[src/rtl/alu_share_arbiter.sv]
// Round-robin sharing of one combinational ALU between two requesters.
// Registers the winning operation and returns the result over a valid/ready channel.
module alu_share_arbiter #(
    parameter int WIDTH = 32,
    parameter int OPW   = 5,
    parameter int CNTW  = 16
) (
    input  logic             clk,
    input  logic             rst,
    input  logic             req0_valid,
    input  logic [OPW-1:0]   req0_op,
    input  logic [WIDTH-1:0] req0_a,
    input  logic [WIDTH-1:0] req0_b,
    output logic             req0_ready,
    input  logic             req1_valid,
    input  logic [OPW-1:0]   req1_op,
    input  logic [WIDTH-1:0] req1_a,
    input  logic [WIDTH-1:0] req1_b,
    output logic             req1_ready,
    output logic [OPW-1:0]   alu_op,
    output logic [WIDTH-1:0] alu_a,
    output logic [WIDTH-1:0] alu_b,
    input  logic [WIDTH-1:0] alu_res,
    input  logic             alu_flag,
    output logic             rsp_valid,
    output logic             rsp_id,
    output logic [WIDTH-1:0] rsp_res,
    output logic             rsp_flag,
    input  logic             rsp_ready,
    output logic             busy,
    output logic [CNTW-1:0]  op_count
);

    typedef enum logic [1:0] {
        S_IDLE,
        S_EXEC,
        S_RESP
    } state_t;

    state_t           r_state;
    state_t           w_next;
    logic             r_last;
    logic             r_owner;
    logic [OPW-1:0]   r_alu_op;
    logic [WIDTH-1:0] r_alu_a;
    logic [WIDTH-1:0] r_alu_b;
    logic             r_rsp_valid;
    logic             r_rsp_id;
    logic [WIDTH-1:0] r_rsp_res;
    logic             r_rsp_flag;
    logic [CNTW-1:0]  r_cnt;

    logic             w_retire;
    logic             w_window;
    logic             w_win0;
    logic             w_win1;
    logic             w_acc;
    logic             w_sel;

    // The response retires in the same cycle a new operation may be taken.
    assign w_retire = (r_state == S_RESP) & rsp_ready;
    assign w_window = (r_state == S_IDLE) | w_retire;

    // On a tie the port that did not win last time goes first.
    assign w_win0 = req0_valid & (~req1_valid | r_last);
    assign w_win1 = req1_valid & (~req0_valid | ~r_last);

    assign req0_ready = w_window & w_win0;
    assign req1_ready = w_window & w_win1;
    assign w_acc      = req0_ready | req1_ready;
    assign w_sel      = req1_ready;

    assign alu_op    = r_alu_op;
    assign alu_a     = r_alu_a;
    assign alu_b     = r_alu_b;
    assign rsp_valid = r_rsp_valid;
    assign rsp_id    = r_rsp_id;
    assign rsp_res   = r_rsp_res;
    assign rsp_flag  = r_rsp_flag;
    assign busy      = (r_state != S_IDLE);
    assign op_count  = r_cnt;

    // State register.
    always_ff @(posedge clk or posedge rst) begin
        if (rst) begin
            r_state <= S_IDLE;
        end else begin
            r_state <= w_next;
        end
    end

    // Next-state: accept -> one ALU cycle -> hold response until taken.
    always_comb begin
        w_next = r_state;
        case (r_state)
            S_IDLE: begin
                if (w_acc) begin
                    w_next = S_EXEC;
                end
            end
            S_EXEC: begin
                w_next = S_RESP;
            end
            S_RESP: begin
                if (rsp_ready) begin
                    w_next = w_acc ? S_EXEC : S_IDLE;
                end
            end
            default: begin
                w_next = S_IDLE;
            end
        endcase
    end

    // Latch the winning operation into the ALU input registers.
    always_ff @(posedge clk or posedge rst) begin
        if (rst) begin
            r_alu_op <= '0;
            r_alu_a  <= '0;
            r_alu_b  <= '0;
            r_owner  <= 1'b0;
            r_last   <= 1'b1;
        end else if (w_acc) begin
            r_alu_op <= w_sel ? req1_op : req0_op;
            r_alu_a  <= w_sel ? req1_a  : req0_a;
            r_alu_b  <= w_sel ? req1_b  : req0_b;
            r_owner  <= w_sel;
            r_last   <= w_sel;
        end
    end

    // Capture ALU outputs after the operation has had one cycle.
    always_ff @(posedge clk or posedge rst) begin
        if (rst) begin
            r_rsp_res  <= '0;
            r_rsp_flag <= 1'b0;
            r_rsp_id   <= 1'b0;
        end else if (r_state == S_EXEC) begin
            r_rsp_res  <= alu_res;
            r_rsp_flag <= alu_flag;
            r_rsp_id   <= r_owner;
        end
    end

    // Valid rises after EXEC; drops only when retired with nothing queued.
    always_ff @(posedge clk or posedge rst) begin
        if (rst) begin
            r_rsp_valid <= 1'b0;
        end else if (r_state == S_EXEC) begin
            r_rsp_valid <= 1'b1;
        end else if (w_retire & ~w_acc) begin
            r_rsp_valid <= 1'b0;
        end
    end

    // Saturating count of retired responses.
    always_ff @(posedge clk or posedge rst) begin
        if (rst) begin
            r_cnt <= '0;
        end else if (w_retire && (r_cnt != '1)) begin
            r_cnt <= r_cnt + 1'b1;
        end
    end

endmodule

[config.mk]
export PLATFORM = sky130hd
export DESIGN_NAME = alu_share_arbiter
export DESIGN_NICKNAME = d
export VERILOG_FILES = /design/src/rtl/alu_share_arbiter.sv
export SDC_FILE = /design/constraint.sdc
export NUM_CORES = 1
export LEC_CHECK = 0
export CAP_MARGIN = 10
export CORE_ASPECT_RATIO = 1.1
export CORE_MARGIN = 10
export CORE_UTILIZATION = 39
export CTS_CLUSTER_SIZE = 12
export DETAILED_ROUTE_END_ITERATION = 10
export HOLD_SLACK_MARGIN = 0.05
export PLACE_DENSITY = 0.91
export SETUP_SLACK_MARGIN = 0.1
export SLEW_MARGIN = 25
export SYNTH_ARGS = -nofsm -noshare
export SYNTH_HDL_FRONTEND = slang
export SYNTH_SLANG_ARGS = --single-unit
[constraint.sdc]
create_clock -name clk -period 5.1 [get_ports clk]
set_clock_uncertainty 0.05 [all_clocks]
set_input_delay 1.275 -clock clk [delete_from_list [all_inputs] [get_ports clk]]
set_output_delay 1.275 -clock clk [all_outputs]
set_load 0.02 [all_outputs]
# Word level (Yosys, flattened, before mapping)
# Index checks and enable logic that the tools add are counted.
# totals
regBits	124
input_bits	176
word_cells	45
# op_classes
add_sub_neg	1
eq_ne	5
mux	9
n_bitwise	14
reduce_logical	5
# ops
op	count
$mux W32	2
$add A16 B1 Y16 const B	1
$ne A16 B16 Y1 const B	1
$and A1 B1 Y1	6
$pmux W2 S3	1
$mux W5	1
$mux W2	2
$ne A2 B2 Y1 const B	2
$not A1 Y1	4
$or A1 B1 Y1	4
$reduce_bool A2 Y1	2
$mux W1	3
$eq A2 B1 Y1 const B	1
$eq A2 B2 Y1 const B	1
$logic_not A2 Y1	1
$reduce_and A2 Y1	1
$logic_and A1 B1 Y1	1

# Longest topological paths before layout
# Gate-level depths: netlist (run 1).
# logic_depth
ltp_word	9
ltp_mapped	7
mapped_depth_nobuf	5

# Least setup slack after synthesis (run 1)
# Ideal clock, no wire load.
# synth_path
kind	input to output
startpoint	in rsp_ready
endpoint	out req1_ready
t_arrival_ns	2.274
required_ns	3.775
path_slack_ns	1.501
stages	5
cell_sequence	nand2b_1 and4_1 buf_2 buf_2 clkbuf_1
# synth_via
elab_chain_len	3
# synth_lines
element	line_no	rtl
from (decl)	29	input logic rsp_ready,
$and A1 B1 Y1	61	assign w_retire = (r_state == S_RESP) & rsp_ready;
$or A1 B1 Y1	62	assign w_window = (r_state == S_IDLE) | w_retire;
$and A1 B1 Y1	69	assign req1_ready = w_window & w_win1;
to (decl)	19	output logic req1_ready,
# No other way between the ends.

# Final worst setup path (run 1)
# Same ends and word-level chain as after synthesis.

==> metrics.txt, run 1 <==
outcome=completed; Ys Warns=0; Multi-input gate area=2200 sq um; final hold slack=428 ps; Slew Limit Fails=0; worst rel slew slack=32.6%; dpl cell area=roughly 8600 sq um; vias=about 4800; Unique masters post-synth=36; DRC viols=0; minimum clock period=between 4000 and 5000 ps; top cell type's share of synthesized area=approximately 57%; Post-CTS Resized=0; final core occ=about two thirds; max-cap check violation count=0; Initial Utilization=39.5%; WS Path Type=in2out; Worst-path clk slew=around 50 ps; top cells by area, synth=dfrtp_1 57%, mux2i_1 13%, mux2_2 7.1%; Worst R2R Path Depth=5; Layout Cells excl Fill=approximately 960; Clock Sinks=around 120; io pins=299; drt first-iter violations=approximately 270; hold depth=1; unrepaired setup endpoints after global routing=false; Seq pwr share=31.0%; Finished Cell Area=about 9200 sq um; CTS Buf Count=17; VDD IR max=between 0.3 and 0.4 mV; final worst-path cycle share=between 80% and 90%; register area=between 3000 and 4000 sq um; nets=~940; CTS root buffer=clkbuf_16; CTS Buffer Depth=2; Comb pwr share=between 40% and 50%; LEAKAGE=0.00409 uW; First-pass DRT Iterations=4; worst path required time=3770 ps; Setup Viol. Count Final=0; internal cell power=between 3000 and 4000 uW; layout cells sized above 1=roughly a tenth; Die Span Y=about 140 um; Area growth syn-to-layout=69.1%; Hold WC Path Type=reg2reg; Synth Register Bits=between 100 and 150; Final TNS setup=0 ps; Clock power frac=approximately a fifth; Clk Latency, worst-skew pair=roughly 410 ps; Critical Path End Type=output pin; Slew @ Worst Pin=1010 ps; Core Region=13700 sq um; die area=19000 sq um; Post-CTS Repair Setup Buffers=0; H-tree Lvls=4; ANT nets after route=0; CTS tree=done; Syn Inst Count=~470; Die W=approximately 130 um; # port buffers=just under 300; Avg Inst Size Synth=~12 sq um; largest net degree at the start of global routing=93; vias in the first global route=a little over 5000; via/cell ratio=approximately 5; P per Cell Area=603 nW/um^2; switch share=36.8%; startpoint types=primary input; Mapped Area=roughly 5400 sq um; syn nets=roughly 650; register area share after synthesis=a little under three fifths; DR WL/cell=around 20 um; Total GRT Usage=roughly 19%; Filler cells=between 1000 and 1500; first-pass GRT wire length=approximately 29 mm; Worst EP arrival=between 2000 and 3000 ps; Fmax=between 200 and 250 MHz; DP Cell Count=a little over 900; Critical Path Fanout Max=3; post-DP HPWL=between 10 and 15 mm; cell row count=45; Synth area leader=dfrtp_1; Routed WL=about 19 mm; gpl congestion=between 0.8 and 0.9; final count of hold timing violations=0; Switch Pwr=approximately 2000 uW; Overflow after GRT=0; initial antenna violation count=0; hold-fix buffers at CTS=0; ant diodes=0
-- registers in the layout, summed over array words and instances (netlist names) --
| signal | count |
|---|---|
| op_count | 16 |
| r_last | 1 |
| rsp_id | 1 |
| r_owner | 1 |
| rsp_flag | 1 |
| r_state | 2 |
| rsp_res | 32 |
| rsp_valid | 1 |
| alu_b | 32 |
| alu_a | 32 |
| alu_op | 5 |
-- through the flow --
| stage | total power [uW] | setup slack [ps] |
|---|---|---|
| final | 5530 | 884 |
| after global routing | 5840 | 837 |
| after CTS | 5600 | 877 |
| after detailed placement | 4400 | 896 |
| after global placement | 4330 | 908 |
| after floorplan | 3060 | 477 |
-- path summary, 6_finish.rpt --
kind / from / slack [ps] / to
setup / recovery: rsp_ready / 880 / req1_ready
hold / removal: r_owner$_DFFE_PP0P_ / 430 / r_owner$_DFFE_PP0P_
setup reg to reg: r_state[1]$_DFFE_PP0P_ / 2510 / alu_a[12]$_DFFE_PP0P_
hold reg to reg: r_owner$_DFFE_PP0P_ / 430 / r_owner$_DFFE_PP0P_
max in group asynchronous: rst / 2840 / alu_a[22]$_DFFE_PP0P_
min in group asynchronous: rst / 1340 / op_count[5]$_DFFE_PP0P_
-- routing by layer --
layer  wire (um)  track usage [%]
met3        1270             6.77
met4         455             7.59
met2        9970             34.3
met1        7070             20.5
met5           0                0
-- Yosys cell counts --
cell type / instances
dfrtp_1: 123
nand2_1: 76
mux2i_1: 69
o21ai_0: 69
mux2_2: 34
clkbuf_1: 15
buf_2: 14
xor2_1: 8
a21oi_1: 6
inv_1: 6
nand4_1: 5
and3_1: 4
nor3_1: 4
o2111ai_1: 4
xnor2_1: 4
a21o_1: 3
nand2b_1: 2
nand3_1: 2
nand3b_1: 2
nor2_1: 2
nor4_1: 2
a21oi_2: 1
a31oi_1: 1
a41oi_1: 1
and3b_1: 1
and4_1: 1
dfstp_2: 1
ha_1: 1
mux2_1: 1
nand4_4: 1
nor2b_1: 1
nor4_4: 1
o21a_1: 1
o21bai_1: 1
o311ai_0: 1
or2_2: 1
-- kinds of logic (layout without fill, tap and decap cells) --
family | after synthesis | count (layout) | share of synthesized area [%]
simple gates | 105 | 105 | 9.06
buf+inv | 35 | 340 | 2.74
flops | 124 | 124 | 57.2
mux | 104 | 104 | 20.0
xor+xnor | 12 | 12 | 1.94
fa+ha+maj | 1 | 1 | 0.230
compound gates | 88 | 88 | 8.85
-- layout make-up --
| cell class | instances | area share, % |
|---|---|---|
| Multi-Input combinational cell | 310 | 24.0 |
| Clock buffer | 20 | 4.98 |
| Clock inverter | 11 | 1.31 |
| Inverter | 6 | 0.273 |
| Sequential cell | 124 | 33.8 |
| Tap cell | 188 | 2.56 |
| Timing Repair Buffer | 303 | 33.1 |
-- cell usage in the layout, fill, tap and decap left out, drive strengths merged, types with 6 or more instances in the layout --
master / netlist / final
a21oi: 7 / 7
clkinvlp: 0 / 6
mux2i: 69 / 69
mux2: 35 / 35
o21ai: 69 / 69
dfrtp: 123 / 123
nand4: 6 / 6
clkdlybuf4s50: 0 / 298
inv: 6 / 6
xor2: 8 / 8
clkbuf: 15 / 20
nand2: 76 / 76
-- power by group through the flow --
stage               Sequential [uW]  Combinational [uW]  Clock (uW)
global placement               1700                2630           0
detailed placement             1720                2680           0
CTS                            1720                2690        1190
finish                         1720                2650        1170
floorplan                      2220                 841           0
global route                   1780                2820        1240
-- critical path, cell delays in order --
cell and delay, ps:
clkdlybuf4s50_1 490, nand2b_1 210, and4_4 280, clkdlybuf4s50_1 630
(Power assumes the default switching activity.)
==> inputs of run 2 (changes only) <==
Settings changed: CORE_UTILIZATION 39 to 35, PLACE_DENSITY 0.91 to 0.87.
Clock period 5.1 ns to 3.8 ns, I/O delays scaled along.
==> metrics.txt, run 2 (synthesis gave the netlist of run 1 again) <==
Post-CTS Resized=0; minimum clock period=between 3000 and 4000 ps; DR WL/cell=19.2 um; vias=around 4600; CP max-delay cell=clkdlybuf4s50_1; Clock power frac=~22%; Post-CTS Repair Setup Buffers=0; Die W=~140 um; P per Cell Area=about 810 nW/um^2; initial antenna violation count=1; dpl ws=between 200 and 250 ps; Worst Setup EP=req1_ready; Max stage delay on crit path=~660 ps; cell row count=47; Slew @ Worst Pin=~730 ps; Reg2Reg Capture Point=alu_a[29]$_DFFE_PP0P_; Comb pwr share=between 40% and 50%; ANT nets after route=0; max-cap check violation count=0; drt first-iter violations=183; CTS root buffer=clkbuf_16; final worst-path cycle share=between 90% and 100%; Switch Pwr=roughly 2700 uW; Worst R2R Path Depth=6; hold-fix buffers at CTS=0; most common cell after layout, fill and taps aside=clkdlybuf4s50_1; VDD IR max=0.510 mV; Power Total=around 7500 uW; Routed WL=around 19 mm; unrepaired setup endpoints after global routing=false; startpoint types=primary input; Critical Path End Type=output pin; Core Region=around 15000 sq um; crit-path cells=clkdlybuf4s50_1, nand2b_1, and4_4, clkdlybuf4s50_1; io pins=about 300; Fmax=between 200 and 300 MHz; nets=between 900 and 1000; Setup Viol. Count Final=0; final hold slack=430 ps; Worst Slack Setup Final=between 200 and 250 ps; gpl congestion=~0.8; # port buffers=roughly 300; H-tree Lvls=4; DRC viols=0; LEAKAGE=just over 0.004 uW; CTS Buffer Depth=2; Seq pwr share=slightly above 30%; commonest non-fill, non-tap cells in the layout=298 x clkdlybuf4s50_1, 123 x dfrtp_1, 76 x nand2_1, 69 x mux2i_1, 69 x o21ai_0; largest net degree at the start of global routing=about 130; post-DP HPWL=between 10 and 15 mm; Clk Latency, worst-skew pair=around 400 ps; vias in the first global route=between 4000 and 5000; worst path required time=about 2800 ps; switch share=between 30% and 40%; outcome=completed; die area=about 21000 sq um; Overflow after GRT=0; WS Path Type=in2out; Critical Path Source=rsp_ready; CTS Buf Count=17; layout cells sized above 1=about a tenth; Critical Path Fanout Max=3; CTS tree=done; Slew Limit Fails=0; Area growth syn-to-layout=70.3%; worst rel slew slack=around 51%; Total GRT Usage=17.3%; Clock Sinks=124; first-pass GRT wire length=roughly 29 mm; R2R Setup Slk=about 1300 ps; final count of hold timing violations=0; r2r startpoint=r_state[1]$_DFFE_PP0P_; First-pass DRT Iterations=5; via/cell ratio=4.78; Die Span Y=151 um; Worst-path clk slew=50 ps; Final TNS setup=0 ps; Initial Utilization=around 36%; internal cell power=4790 uW; most frequent CP cell=clkdlybuf4s50_1; Worst EP arrival=roughly 2600 ps; Hold WC Path Type=reg2reg
run 2: changes by cell type in the layout (fill, tap and decap cells not counted):
cell / change
diode_2: +1
bufinv_16: +1
clkinv_2: +3
buf_16: +1
clkinvlp_4: -3
inv_4: -1
inv_6: +1
run 2: worst min-delay path by stage:
stage,endpoint,slack (ps),from,cells past startpoint
6_report,rsp_valid$_DFFE_PP0P_,430,rsp_valid$_DFFE_PP0P_,1
3_3_place_gp,rsp_valid$_DFFE_PP0P_,410,rsp_valid$_DFFE_PP0P_,1
4_1_cts,rsp_valid$_DFFE_PP0P_,430,rsp_valid$_DFFE_PP0P_,1
3_5_place_dp,rsp_valid$_DFFE_PP0P_,420,rsp_valid$_DFFE_PP0P_,1
2_1_floorplan,r_owner$_DFFE_PP0P_,390,r_owner$_DFFE_PP0P_,1
5_1_grt,rsp_valid$_DFFE_PP0P_,460,rsp_valid$_DFFE_PP0P_,1
run 2: area by class of cell:
cell class / count / area [sq um]
fillers: 1204 / 5870
diodes: 1 / 2.50
inverters: 6 / 26.3
flip-flops and latches: 124 / 3100
repair buffers: 304 / 3060
clock inverters: 12 / 144
multi-input cells: 310 / 2200
well taps: 196 / 245
clock buffers: 20 / 457
run 2: metal layers:
layer / wire (um) / track usage [%]
met5: 0 / 0
met4: 272 / 4.49
met3: 1380 / 6.68
met2: 9750 / 30.2
met1: 7250 / 19.4
run 2: power by group through the flow:
stage	Sequential (uW)	Clock [uW]	Combinational (uW)
detailed placement	2320	0	3600
global route	2380	1750	3820
CTS	2310	1680	3600
finish	2300	1640	3570
floorplan	2980	0	1130
global placement	2280	0	3530
run 2: per-stage QoR:
step / instance area (sq um) / util, % / cells
3_3_place_gp: 8610 / 57.0 / 939
2_1_floorplan: 5430 / - / 469
3_5_place_dp: 8610 / 57.0 / 939
6_report: 9240 / 61.1 / 973
5_1_grt: 9240 / 61.1 / 972
4_1_cts: 9210 / 60.9 / 971
run 2: critical path: cells and delay by family:
kind	cells	cell delay, ps
AND/OR/NAND/NOR	2	450
buffers and inverters	2	1150
==> inputs of run 3 (changes only) <==
Settings changed: CTS_CLUSTER_DIAMETER from default to 120.
==> results of run 3 <==
The final DEF is identical to that of run 2; final timing and power are the same.
